## config.mk

```make
export PLATFORM = sky130hd
export DESIGN_NAME = shift_add_mult_ctrl
export DESIGN_NICKNAME = d
export VERILOG_FILES = /design/src/rtl/shift_add_mult_ctrl.sv
export SDC_FILE = /design/constraint.sdc
export NUM_CORES = 1
export LEC_CHECK = 0
export ABC_AREA = 1
export BUFFER_PORTS_ARGS = -buffer_cell sky130_fd_sc_hd__buf_2
export CAP_MARGIN = 20
export CORE_ASPECT_RATIO = 1.25
export CORE_UTILIZATION = 63
export CTS_BUF_LIST = sky130_fd_sc_hd__clkbuf_8
export DETAILED_ROUTE_END_ITERATION = 10
export PLACE_DENSITY = 0.87
export SLEW_MARGIN = 10
export SYNTH_ARGS = -nofsm -noshare
export SYNTH_HDL_FRONTEND = slang
export SYNTH_SLANG_ARGS = --single-unit
```

## constraint.sdc

```tcl
create_clock -name clk -period 3.45 [get_ports clk]
set_clock_uncertainty 0.2 [all_clocks]
set_input_delay 0.8625 -clock clk [delete_from_list [all_inputs] [get_ports clk]]
set_output_delay 0.8625 -clock clk [all_outputs]
set_load 0.01 [all_outputs]
```

## src/rtl/shift_add_mult_ctrl.sv

```systemverilog
// Sequential shift-add multiplier: one AND-gated partial-product row per clock.
// Optional macro SHIFT_ADD_EARLY_TERM_EN ends RUN once the remaining multiplier bits are zero.
module shift_add_mult_ctrl #(
  parameter int unsigned WIDTH = 4,
  parameter int unsigned CNT_W = 3
) (
  input  logic                 clk,
  input  logic                 rst_n,
  input  logic                 start,
  input  logic [WIDTH-1:0]     m,
  input  logic [WIDTH-1:0]     q,
  output logic                 busy,
  output logic                 done,
  output logic [2*WIDTH-1:0]   product
);

  typedef enum logic [1:0] {StIdle, StRun, StDone} state_e;

  localparam logic [CNT_W-1:0] LastCnt = CNT_W'(WIDTH - 1);

  state_e               state_q, state_d;
  logic [2*WIDTH-1:0]   m_sh_q, m_sh_d;
  logic [2*WIDTH-1:0]   product_q, product_d;
  logic [WIDTH-1:0]     q_r_q, q_r_d;
  logic [CNT_W-1:0]     cnt_q, cnt_d;
  logic                 last_iter;

  always_comb begin
`ifdef SHIFT_ADD_EARLY_TERM_EN
    // Stop as soon as no set multiplier bits remain after this shift.
    last_iter = (cnt_q == LastCnt) || ((q_r_q >> 1) == '0);
`else
    last_iter = (cnt_q == LastCnt);
`endif
  end

  always_comb begin
    state_d   = state_q;
    m_sh_d    = m_sh_q;
    product_d = product_q;
    q_r_d     = q_r_q;
    cnt_d     = cnt_q;
    unique case (state_q)
      StIdle: begin
        if (start) begin
          m_sh_d    = {{WIDTH{1'b0}}, m};
          q_r_d     = q;
          product_d = '0;
          cnt_d     = '0;
          state_d   = StRun;
        end
      end
      StRun: begin
        product_d = product_q + (m_sh_q & {(2*WIDTH){q_r_q[0]}});
        m_sh_d    = m_sh_q << 1;
        q_r_d     = q_r_q >> 1;
        cnt_d     = cnt_q + 1'b1;
        if (last_iter) begin
          state_d = StDone;
        end
      end
      StDone: begin
        state_d = StIdle;
      end
      default: begin
        state_d = StIdle;
      end
    endcase
  end

  always_ff @(posedge clk or negedge rst_n) begin
    if (!rst_n) begin
      state_q   <= StIdle;
      m_sh_q    <= '0;
      product_q <= '0;
      q_r_q     <= '0;
      cnt_q     <= '0;
    end else begin
      state_q   <= state_d;
      m_sh_q    <= m_sh_d;
      product_q <= product_d;
      q_r_q     <= q_r_d;
      cnt_q     <= cnt_d;
    end
  end

  assign busy    = (state_q != StIdle);
  assign done    = (state_q == StDone);
  assign product = product_q;

endmodule
```

==> impl_summary.txt <==
----------------------------------------------------
[Status]
  Outcome ... finished, final reports clean

[Power and ir drop]
  Total leakage power ... 0.920 nW
  Total chip power ... about 0.0015 W
  Power Density ... around 940 nW/um^2
  Worst IR drop on VDD ... 0.698 mV

[Critical path]
  CP max stage cell ... dfrtp_1
  Worst EP required ... between 2000 and 2500 ps
  Slowest Stage Delay on Critical Path ... roughly 530 ps
  Crit Path Class ... reg -> out
  Worst Reg-to-Reg Cells ... 9
  Worst-path cell chain ... nor2_4 > inv_1 > buf_2
  Worst setup SP type ... flip-flop
  Arrival time worst endpoint ... around 1200 ps
  Register-to-register setup slack ... roughly 1500 ps
  Capturing element type of the critical path ... output pin
  Critical-path maximum fanout ... 8

[Synthesis]
  Synth Net Count ... 200
  Count of different cell masters after synthesis ... 24
  Fraction of the yosys area taken by sequential cells ... 42.9%
  Share of synthesized cell area in and, or, nand and nor gates ... between 20% and 30%
  Number of standard cells after synthesis ... about 180
  Mux cell area share after synthesis ... 0%
  Post-synthesis instance area ... 1460 um^2
  Post-synthesis xor/xnor area fraction ... 0.600%
  Mean cell area of the mapped netlist ... 8.15 um^2
  Combinational family with the most area after synthesis ... simple AND/OR/NAND/NOR gates
  Number of warnings reported in the yosys synthesis log ... 0
  Fraction of the mapped netlist area in compound gates ... 13.7%
  Post-synthesis share of cell area spent on full adders, half adders and majority gates ... 9.09%
  Flops & latches, synth ... 25

[Finish]
  Fraction of final layout cells with drive strength greater than 1 ... 17.7%
  Area added between synthesis and finish ... 9.18%
  Finished layout cell area ... 1590 um^2
  Number of antenna cells inserted ... 0
  Most used cells in the layout excluding fill and tap cells ... 49 x nand2_1, 29 x inv_1, 25 x dfrtp_1
  Final cell count without fillers ... 229
  Final layout net count ... 220
  Most common library cell in the layout ignoring fill and taps ... nand2_1

[Routing]
  Total iterations of the first detailed-routing run ... 4
  Per-cell via count in the routed design ... approximately 5.4
  Post-route DRC violation count ... 0
  Number of routed nets with antenna violations ... 0
  WL/cell ... about 12 um
  Via count ... roughly 1,200
  Iteration-0 DRC Markers ... 19
  Sum of routed wire length over all layers ... 2.80 mm

[Clock tree]
  Clock root buffer master ... clkbuf_8
  Htree depth ... 1
  Post-CTS Hold Buffers ... 0
  Sink count of the clock tree ... 25
  Worst-case clock buffer depth ... 2
  TritonCTS buffer count ... 3
  Post-CTS setup buffers ... 0
  Resize count post-CTS ... 0
  Worst-skew pair later-pin latency ... about 270 ps
  TritonCTS clock tree ... yes
  Clock slew at the register clock pins of the worst setup and hold paths ... 90 ps

[Floorplanning]
  Full die area ... 2510 um^2
  # rows ... 19
  Core area ... 2190 um^2
  Initial core utilization ... 66.7%
  Chip Width ... 45.0 um
  Top-level I/O count ... 21
  Chip Height ... between 50 and 60 um

[Global route]
  Congestion Overflow GR ... 0
  Total global-route track usage ... 24.9%
  Antenna violations before repair ... 0
  Number of global-route vias before repair ... 1,196
  Wire length of the first global-routing pass ... about 4.6 mm
  Maximum number of pins on one net before global-route repair ... 26

[Placed design]
  Final GP Congestion ... 0.897
  I/O Buffers ... 20
  Post-place instance area ... 1550 um^2
  Total half-perimeter wirelength after legalization and detailed placement ... just over 2 mm
  Count of placed standard cells including taps ... between 200 and 250

[Timing]
  Period utilisation layout ... 64.9%
  Maximum clock frequency ... 447 MHz
  RSZ-0062 raised after global routing ... no
  Accumulated negative setup slack ... 0 ps
  Transition time at the pin with the least slew margin ... 556 ps
  Final number of max-transition violations ... 0
  Setup violations, final ... 0
  Final critical delay including setup and external delays ... 2240 ps
  Hold Violations, Final ... 0
  Max transition margin ... 63.0%
  Hold WS ... approximately 290 ps

[Hold path]
  Cell depth of the worst hold path ... 2
  Class of the worst hold path ... reg -> reg

[Run]
  Maxcap violations ... 0

----------------------------------------------------
[per-layer routing]
metal  vias to the layer above  track usage, %  wire length, um
met4                         0            10.4               33
met2                        41            46.8             1570
li1                        606               -                -
met5                         -               0                0
met1                       575            25.5             1080
met3                         6            3.57              114
[where the power goes]
part           internal [W]  total, W  switching [W]
Clock             0.0000796  0.000171      0.0000917
Sequential         0.000425  0.000537       0.000112
Combinational      0.000304  0.000794       0.000490
Total              0.000808   0.00150       0.000694
[cell usage after synthesis]
library cell / n / area share [%]
a22o_1: 3 / 1.8
nand4_1: 1 / 0.43
xnor2_1: 1 / 0.60
o21ai_0: 8 / 2.7
o21ai_1: 8 / 2.7
nand2_4: 2 / 1.5
buf_6: 4 / 3.1
ha_1: 9 / 7.7
a21oi_2: 3 / 1.8
a21oi_1: 5 / 1.7
buf_2: 1 / 0.34
nand3_1: 11 / 3.8
nor2_1: 8 / 2.1
nand2_2: 1 / 0.43
nor2_4: 1 / 0.77
o21ai_2: 2 / 1.2
o22ai_1: 4 / 1.7
dfrtp_1: 25 / 43
nand2_1: 49 / 13
inv_4: 1 / 0.43
inv_1: 28 / 7.2
nand3b_1: 1 / 0.51
inv_2: 2 / 0.51
fa_1: 1 / 1.4
[critical path: cells and delay by family (launching register included)]
family | cells | cell delay (ps)
AND/OR/NAND/NOR | 1 | 200
flip-flops | 1 | 530
buffers and inverters | 2 | 180
[final timing paths]
| kind | from | to |
|---|---|---|
| worst min-delay path | q_r_q[2] | q_r_q[2] |
| worst max-delay path | state_q[0] | busy |
| max in group asynchronous | rst_n | product[7] |
| min in group asynchronous | rst_n | product[2] |
| worst min register to register | q_r_q[2] | q_r_q[2] |
| worst max register to register | q_r_q[0] | product[4] |
[logic make-up after synthesis]
logic type	count (synthesis)
AOI/OAI and AO/OA	33
xor gates and xnor gates	1
adders and majority gates	10
buffers and inverters	36
DFF	25
and+or+nand+nor	74
[flip-flops by register name (all words and copies together) (netlist names)]
signal / count
state_q: 2
product: 8
q_r_q: 4
cnt_q: 3
m_sh_q: 8
[per-stage QoR]
stage | util [%] | setup WS, ps
6_report | 72.8 | 1210
5_1_grt | 72.8 | 1170
4_1_cts | 72.8 | 1200
3_5_place_dp | 70.8 | 1480
3_3_place_gp | 70.8 | 1530
2_1_floorplan | - | 1630
[area by class of cell]
class                           instances  area [um^2]
Tap cell                               31         38.8
Fill cell                             187          594
Clock inverter                          1         3.75
Timing Repair Buffer                   20          100
Clock buffer                            3         41.3
Inverter                               31          119
Multi-Input combinational cell        118          664
Sequential cell                        25          626
Note: power is estimated with default switching activity, not from simulation.
